==> src/rtl/mips_muldiv_unit.sv <==
// Iterative multiply/divide unit holding the architectural HI/LO pair.
// MULT/MULTU use shift-add (LSB first), DIV/DIVU use restoring division
// (MSB first). Every operation takes exactly 33 cycles from the start edge
// to the done pulse, including divide-by-zero.
//
// Handshake: start is accepted only on an edge where the unit is idle
// (busy=0). busy stays high from the edge after acceptance until the result
// edge. done is a one-cycle pulse in the cycle that hi/lo carry the new
// result. A start in the done cycle is accepted. A start, MTHI or MTLO seen
// while busy is dropped.
module mips_muldiv_unit #(
  parameter int DATA_WIDTH = 32
) (
  input  logic                  clk,
  input  logic                  reset,
  input  logic                  start,
  input  logic [1:0]            op,
  input  logic [DATA_WIDTH-1:0] operand_a,
  input  logic [DATA_WIDTH-1:0] operand_b,
  input  logic [DATA_WIDTH-1:0] hilo_write_data,
  input  logic                  write_hi,
  input  logic                  write_lo,
  output logic                  busy,
  output logic                  done,
  output logic [DATA_WIDTH-1:0] hi,
  output logic [DATA_WIDTH-1:0] lo
);

  localparam int W  = DATA_WIDTH;
  localparam int CW = $clog2(W) + 1;

  typedef enum logic [1:0] {
    IDLE   = 2'd0,
    RUN    = 2'd1,
    FINISH = 2'd2
  } state_t;

  state_t            state_q, state_d;
  logic              is_div_q;
  logic              sign_a_q, sign_b_q, div_zero_q;
  logic [W-1:0]      a_q, b_q;
  logic [2*W-1:0]    work_q;
  logic [CW-1:0]     count_q;
  logic              done_q;
  logic [W-1:0]      hi_q, lo_q;

  // Start-time operand conditioning: signed ops work on magnitudes.
  logic              start_sign_a, start_sign_b;
  logic [W-1:0]      start_abs_a, start_abs_b;

  // One iteration of each algorithm.
  logic [CW-2:0]     idx;
  logic [W-1:0]      mul_addend;
  logic [W:0]        mul_sum;
  logic [2*W-1:0]    mul_next;
  logic [W-1:0]      a_shift;
  logic [W:0]        div_rem_shift;
  logic              div_ge;
  logic [W-1:0]      div_rem_next;
  logic [2*W-1:0]    div_next;

  // Final sign-corrected results.
  logic [2*W-1:0]    prod_res;
  logic [W-1:0]      quot, rem;
  logic [W-1:0]      res_hi, res_lo;

  assign busy = (state_q != IDLE);
  assign done = done_q;
  assign hi   = hi_q;
  assign lo   = lo_q;

  // Next-state logic: 32 RUN edges, then one FINISH edge that writes HI/LO.
  always_comb begin
    state_d = state_q;
    case (state_q)
      IDLE:    if (start) state_d = RUN;
      RUN:     if (count_q == CW'(W - 1)) state_d = FINISH;
      FINISH:  state_d = IDLE;
      default: state_d = IDLE;
    endcase
  end

  // Operand magnitudes and sign flags captured with start (op[0]=1 is unsigned).
  always_comb begin
    start_sign_a = ~op[0] & operand_a[W-1];
    start_sign_b = ~op[0] & operand_b[W-1];
    start_abs_a  = start_sign_a ? -operand_a : operand_a;
    start_abs_b  = start_sign_b ? -operand_b : operand_b;
  end

  // Single iteration datapath for both shift-add and restoring division.
  always_comb begin
    idx           = count_q[CW-2:0];
    mul_addend    = b_q[idx] ? a_q : '0;
    mul_sum       = {1'b0, work_q[2*W-1:W]} + {1'b0, mul_addend};
    mul_next      = {mul_sum, work_q[W-1:1]};
    a_shift       = a_q << idx;
    div_rem_shift = {work_q[2*W-1:W], a_shift[W-1]};
    div_ge        = (div_rem_shift >= {1'b0, b_q});
    div_rem_next  = div_ge ? (div_rem_shift[W-1:0] - b_q) : div_rem_shift[W-1:0];
    div_next      = {div_rem_next, work_q[W-2:0], div_ge};
  end

  // Sign correction; divide by zero returns the raw dividend and all-ones.
  always_comb begin
    prod_res = (sign_a_q ^ sign_b_q) ? -work_q : work_q;
    quot     = work_q[W-1:0];
    rem      = work_q[2*W-1:W];
    res_hi   = prod_res[2*W-1:W];
    res_lo   = prod_res[W-1:0];
    if (is_div_q) begin
      if (div_zero_q) begin
        res_hi = sign_a_q ? -a_q : a_q;
        res_lo = '1;
      end else begin
        res_hi = sign_a_q ? -rem : rem;
        res_lo = (sign_a_q ^ sign_b_q) ? -quot : quot;
      end
    end
  end

  // State, operand latches, work register and the architectural HI/LO pair.
  always_ff @(posedge clk) begin
    if (reset) begin
      state_q    <= IDLE;
      done_q     <= 1'b0;
      hi_q       <= '0;
      lo_q       <= '0;
      count_q    <= '0;
      work_q     <= '0;
      is_div_q   <= 1'b0;
      sign_a_q   <= 1'b0;
      sign_b_q   <= 1'b0;
      div_zero_q <= 1'b0;
      a_q        <= '0;
      b_q        <= '0;
    end else begin
      state_q <= state_d;
      done_q  <= (state_q == FINISH);
      case (state_q)
        IDLE: begin
          if (start) begin
            is_div_q   <= op[1];
            sign_a_q   <= start_sign_a;
            sign_b_q   <= start_sign_b;
            a_q        <= start_abs_a;
            b_q        <= start_abs_b;
            div_zero_q <= (operand_b == '0);
            work_q     <= '0;
            count_q    <= '0;
          end else begin
            if (write_hi) hi_q <= hilo_write_data;
            if (write_lo) lo_q <= hilo_write_data;
          end
        end
        RUN: begin
          work_q  <= is_div_q ? div_next : mul_next;
          count_q <= count_q + 1'b1;
        end
        FINISH: begin
          hi_q <= res_hi;
          lo_q <= res_lo;
        end
        default: ;
      endcase
    end
  end

endmodule

==> config.mk <==
export PLATFORM = sky130hd
export DESIGN_NAME = mips_muldiv_unit
export DESIGN_NICKNAME = d
export VERILOG_FILES = /design/src/rtl/mips_muldiv_unit.sv
export SDC_FILE = /design/constraint.sdc
export NUM_CORES = 1
export LEC_CHECK = 0
export CORE_MARGIN = 2
export CORE_UTILIZATION = 53
export CTS_CLUSTER_DIAMETER = 30
export CTS_CLUSTER_SIZE = 20
export DETAILED_ROUTE_END_ITERATION = 16
export GPL_TIMING_DRIVEN = 0
export PLACE_DENSITY = 0.88
export SLEW_MARGIN = 20
export SYNTH_ARGS = -nofsm -noshare
export SYNTH_HDL_FRONTEND = slang
export SYNTH_SLANG_ARGS = --single-unit
==> constraint.sdc <==
create_clock -name clk -period 5.09 [get_ports clk]
set_input_delay 1.018 -clock clk [delete_from_list [all_inputs] [get_ports clk]]
set_output_delay 1.018 -clock clk [all_outputs]
set_load 0.05 [all_outputs]
## Word-level counts from Yosys, hierarchy flattened

Index checks and enable logic that the tools add are counted.

- $add $sub $neg: 9
- Order comparisons: 2
- Equal/unequal tests: 8
- Shift-type cells: 1
- Muxes and demuxes: 28
- Bitwise logic cells: 4
- Reduce and logical (&&, ||, !) cells: 10

Operators with widths:

| kind | number |
|---|---|
| 32-bit 2-to-1 mux | 15 |
| 64-bit 2-to-1 mux | 3 |
| 32-bit negation | 5 |
| 32-bit one-hot mux with 2 select lines | 2 |
| 64-bit one-hot mux with 2 select lines | 1 |
| 64-bit negation | 1 |
| 32-bit by 32-bit adder with 33-bit output | 1 |
| 33-bit by 32-bit greater-or-equal comparator with 1-bit output | 1 |
| 32-bit zero test | 1 |
| 32-bit by 5-bit << shifter with 32-bit output | 1 |
| 32-bit subtractor | 1 |
| 6-bit one-hot mux with 2 select lines | 1 |
| 2-bit inequality test (second input constant) | 5 |
| 6-bit by 1-bit adder with 6-bit output (second input constant) | 1 |
| 6-bit by 5-bit == test with 1-bit output (second input constant) | 1 |
| 5-bit by 6-bit less-than comparator with 1-bit output (second input constant) | 1 |
| 6-bit 2-to-1 mux | 1 |
| 2-bit AND reduction | 3 |
| 3-bit AND reduction | 2 |
| 2-bit nonzero test | 3 |
| 1-bit binary-select mux with 5-bit select | 1 |
| 2-bit 2-to-1 mux | 2 |
| 2-bit one-hot mux with 2 select lines | 1 |
| 1-bit bitwise AND | 2 |
| other kinds (6) | 6 |

- Bits in registers: 205
- Input port bits: 103
- Output and inout bits: 66

## Longest topological paths before layout

- Depth in word-level cells: 6
- Depth in mapped cells: 19

## Worst setup path after synthesis

OpenSTA, ideal clock, no wires.

- Path type: register -> register
- From: reg count_q[0]
- To: reg work_q[52]
- Data arrival time: 4.715 ns
- Setup slack: 0.244 ns
- Stages on the path, launching flop included: 18
- Path buffers: 2
- Clock period less this slack: 4.846 ns
- Cell sequence: dfxtp_1 > clkbuf_1 > buf_2 > mux4_2 > mux4_2 > mux2i_1 > ha_1 > inv_1 > fa_1 > a211oi_1 > nor2_1 > a2111oi_0 > nor3_1 > a41oi_1 > xnor2_1 > mux2_2 > a22oi_1 > o21ai_0

- Longest elaborated chain between the ends: 6

Ends and longest elaborated chain:

| item | RTL line | RTL |
|---|---|---|
| start: declaration | 43 | `logic [CW-1:0] count_q;` |
| start signal: assignment | 158 | `count_q <= count_q + 1'b1;` |
| 1-bit binary-select mux with 5-bit select | 94 | `mul_addend = b_q[idx] ? a_q : '0;` |
| 1-bit 2-to-1 mux (not written as such) | 94 |  |
| 32-bit 2-to-1 mux | 94 |  |
| 32-bit by 32-bit adder with 33-bit output | 95 | `mul_sum = {1'b0, work_q[2*W-1:W]} + {1'b0, mul_addend};` |
| 64-bit 2-to-1 mux * | 157 | `work_q <= is_div_q ? div_next : mul_next;` |
| 64-bit one-hot mux with 2 select lines * | 140 | `case (state_q)` |
| end signal: assignment | 157 |  |
| end: declaration | 42 | `logic [2*W-1:0] work_q;` |

Every way passes the cells marked *; elsewhere a longest branch is shown, timed or not. The select of a mux whose other input is x is not followed.
A chain may end at the register's enable or synchronous reset.

## Worst setup path after layout

- From: reg count_q[1]
- To: reg work_q[60]

Same word-level chain as after synthesis.

==> flow_metrics.tcl <==
set metrics [dict create \
    grt_pass1_wl_mm 111.3 \
    synth_top_area_share_pct 23.93 \
    cts_htree_levels 2 \
    synth_ff_type "dfxtp_1" \
    crit_path_top_delay_cell "mux4_2" \
    crit_required_ps 5490 \
    clockBufferDepth 3 \
    ys_warn_count 0 \
    synth_area_leaders "dfxtp_1 (24%), nor2_1 (5.9%), a21oi_1 (5.8%), xor2_1 (5.5%), ha_1 (5.2%)" \
    dr.pass1.iters 8 \
    synth-seq-cells 205 \
    cpPeakStageDelay_ps 520 \
    vdd_drop_max_v 0.0002450 \
    place_ws_ps -1145 \
    syn_to_final_growth_pct 23.33 \
    grt_usage_pct 43.42 \
    clockRootBuffer "clkbuf_16" \
    drc 0 \
    syn_avg_cell_area_um2 7.467 \
    crit_buf_inv 3 \
    avgViaCountPerCell 6.852 \
    hpwl_mm 57.72 \
    routed_wl_mm 75.36 \
    fin_ws_ps 160.1 \
    cp_cell_sequence "clkbuf_4, clkbuf_4, mux4_2, mux4_2, mux2i_4, clkbuf_4, nor2b_1, ha_1, a211o_1, o31ai_4, a2bb2oi_1, a311o_1, a31o_2, a31oi_1, xor2_1, o221ai_1" \
    yosysUniqueCellTypes 78 \
    drv_cap 0 \
    fp.dieW_um 183.9 \
    portBuffers 168 \
    slew_violations 0 \
    ant_nets 0 \
    worstPathArrival_ps 5330 \
    fin_cells 2959 \
    insertion_delay_ps 600 \
    die_h_um 183.9 \
    min_path_type "reg -> reg" \
    clk_pin_slew_ps 50 \
    globalplace.congestion 1.037 \
    rsz0062_at_grt "no" \
    fmax_mhz 202.8 \
    endpoint_kind "register" \
    p_leak_uw 0.008115 \
    antenna_found_initial 3 \
    dieArea_mm2 0.03382 \
    initial_core_util_pct 54.07 \
    hold_viol 0 \
    cts.sinks 205 \
    netlist_instances 2297 \
    globalRouteOverflowTotal 0 \
    core_mm2 0.03172 \
    place_inst 2867 \
    fill_cells 2639 \
    synth_nets 2473 \
    finClkSkew_ps 51.48 \
    grt_pass1_vias 18810 \
    grt_max_degree 15 \
    p_per_area_mw_per_mm2 299.2 \
    nets 2691 \
    drive_gt1_share_pct 6.810 \
    startpoint_type "register" \
    wire_per_inst_um 25.47 \
    drt_iter0_drc 2867 \
    rows 65 \
    synth_edf_count 0 \
    slew_headroom_pct 16.33 \
    critical_path.top_delay_family "compound AO/OA/AOI/OAI gates" \
    postCtsSetupBuffers 0 \
    crit_top_cell "clkbuf_4" \
    status "finished, final reports clean" \
    synth_seq_area_share_pct 23.93 \
    vias 20280 \
    setup_viol 0 \
    critPathKind "reg -> reg" \
    cts_tree "built" \
    tightest_slew_ps 1250 \
    num_io_pins 169 \
    worst-path-max-fanout 10 \
    period_needed_ps 4930 \
    yosys.area.top_type "dfxtp_1" \
    async_flop_share_pct 0 \
    syn_area_mm2 0.01715 \
    period_share_pct 96.86 \
    cts_buffers 49 \
]
==> layout make-up <==
cell class                 count  area (um^2)  area share, %
antenna                        2        5.005        0.02366
buffer                       186        757.0          3.579
clock buffer                  61         1311          6.199
clock inverter                30        342.8          1.621
inverter                      63        236.5          1.118
multi-input combinational   1842        12210          57.73
sequential                   205         4104          19.40
tap                          402        503.0          2.378
timing repair buffer         168         1682          7.950
==> tightest hold or removal path, cell delays in order (launching register included) <==
cell and delay [ps]:
dfxtp_1 300, nand2_1 50, a21oi_1 50
==> repair_timing <==
item | 4_1_cts | 5_1_grt
gates resized for setup | 22 | 19
setup endpoints to repair | 33 | 29
hold buffers | 0 | 0
gates cloned | 0 | 0
==> logic make-up (layout without fill, tap and decap cells) <==
| logic type | count (synthesis) | count (layout) | share of synthesized area [%] |
|---|---|---|---|
| AND/OR/NAND/NOR | 766 | 766 | 21.28 |
| AO/OA/AOI/OAI | 733 | 733 | 27.90 |
| buffers and inverters | 250 | 508 | 5.646 |
| flip-flops | 205 | 205 | 23.93 |
| XOR/XNOR | 204 | 204 | 10.42 |
| adder cells (fa/ha/maj) | 73 | 73 | 5.413 |
| multiplexers | 66 | 66 | 5.413 |
| other | 0 | 2 | 0 |
==> path summary, 6_finish.rpt <==
check | from | to | slack [ps] | cells past startpoint
max | count_q[1] | work_q[60] | 160 | 16
min | lo[27] | lo[27] | 460 | 2
max reg2reg | count_q[1] | work_q[60] | 160 | 16
min reg2reg | lo[27] | lo[27] | 460 | 2
==> sequential cells by signal, indices dropped and copies added, names as in the netlist, 2 cells and up <==
signal	cells
a_q	32
b_q	32
count_q	6
hi	32
lo	32
state_q	2
work_q	64
==> per-stage QoR <==
| stage | hold slack, ps | utilization [%] | power (uW) | cell area (um^2) | setup TNS, ps |
|---|---|---|---|---|---|
| after global routing | 467.1 | 66.67 | 6477 | 21150 | 0 |
| after floorplan | 441.8 | - | 2625 | 17150 | 0 |
| final | 456.2 | 66.69 | 6329 | 21150 | 0 |
| after global placement | 441.4 | 60.96 | 3110 | 19340 | -23150 |
| after CTS | 456.9 | 66.45 | 6247 | 21080 | 0 |
| after detailed placement | 449.9 | 60.99 | 3131 | 19340 | -24580 |
==> routing by layer <==
metal / vias up / GRT usage [%] / part of all wire [%]
met5: - / 0 / 0.069
met4: 4 / 18.72 / 4.8
met3: 319 / 13.51 / 14
met2: 1594 / 64.06 / 41
met1: 9494 / 58.26 / 39
li1: 8864 / - / -
==> where the power goes <==
part | internal, uW | switching, uW | total (uW)
clock | 2050 | 1090 | 3140
combinational | 495 | 891 | 1390
sequential | 1690 | 115 | 1800
total | 4230 | 2090 | 6330
==> cells in the final DEF, fill, tap and decap left out, drive strengths merged, types with 15 or more instances in the layout <==
cell type	instances
nor2	270
clkbuf	220
dfxtp	205
nand2	199
a21oi	198
clkdlybuf4s50	168
o21ai	150
xor2	107
xnor2	97
a211oi	88
ha	71
inv	71
nor3	57
a31oi	47
nand3	43
mux2i	41
a21o	40
nor2b	38
o221ai	38
or3	38
buf	27
o211ai	24
o31ai	23
mux4	21
or4	19
o41ai	18
clkinv	15
==> cell usage after synthesis (7+ instances only) <==
cell	instances
a21o_1	40
o21ai_1	7
o31ai_1	23
o21ai_0	143
buf_1	16
or4_1	15
o22ai_1	7
and2_1	13
mux2i_1	41
and3_1	14
mux4_2	21
or3_1	37
a21oi_1	198
o41ai_1	15
or2_2	11
clkbuf_1	162
a211oi_1	88
a221o_1	12
xor2_1	107
a311oi_1	11
xnor2_1	97
nand2b_1	14
inv_1	63
a22oi_1	12
nor2_1	270
nor4_1	14
nor2b_1	38
nand2_1	199
dfxtp_1	205
nand4_1	11
o221ai_1	38
ha_1	71
o211ai_1	24
nor3_1	55
a31oi_1	47
o21a_1	9
nand3_1	43
Power figures use the tool's default switching activity.
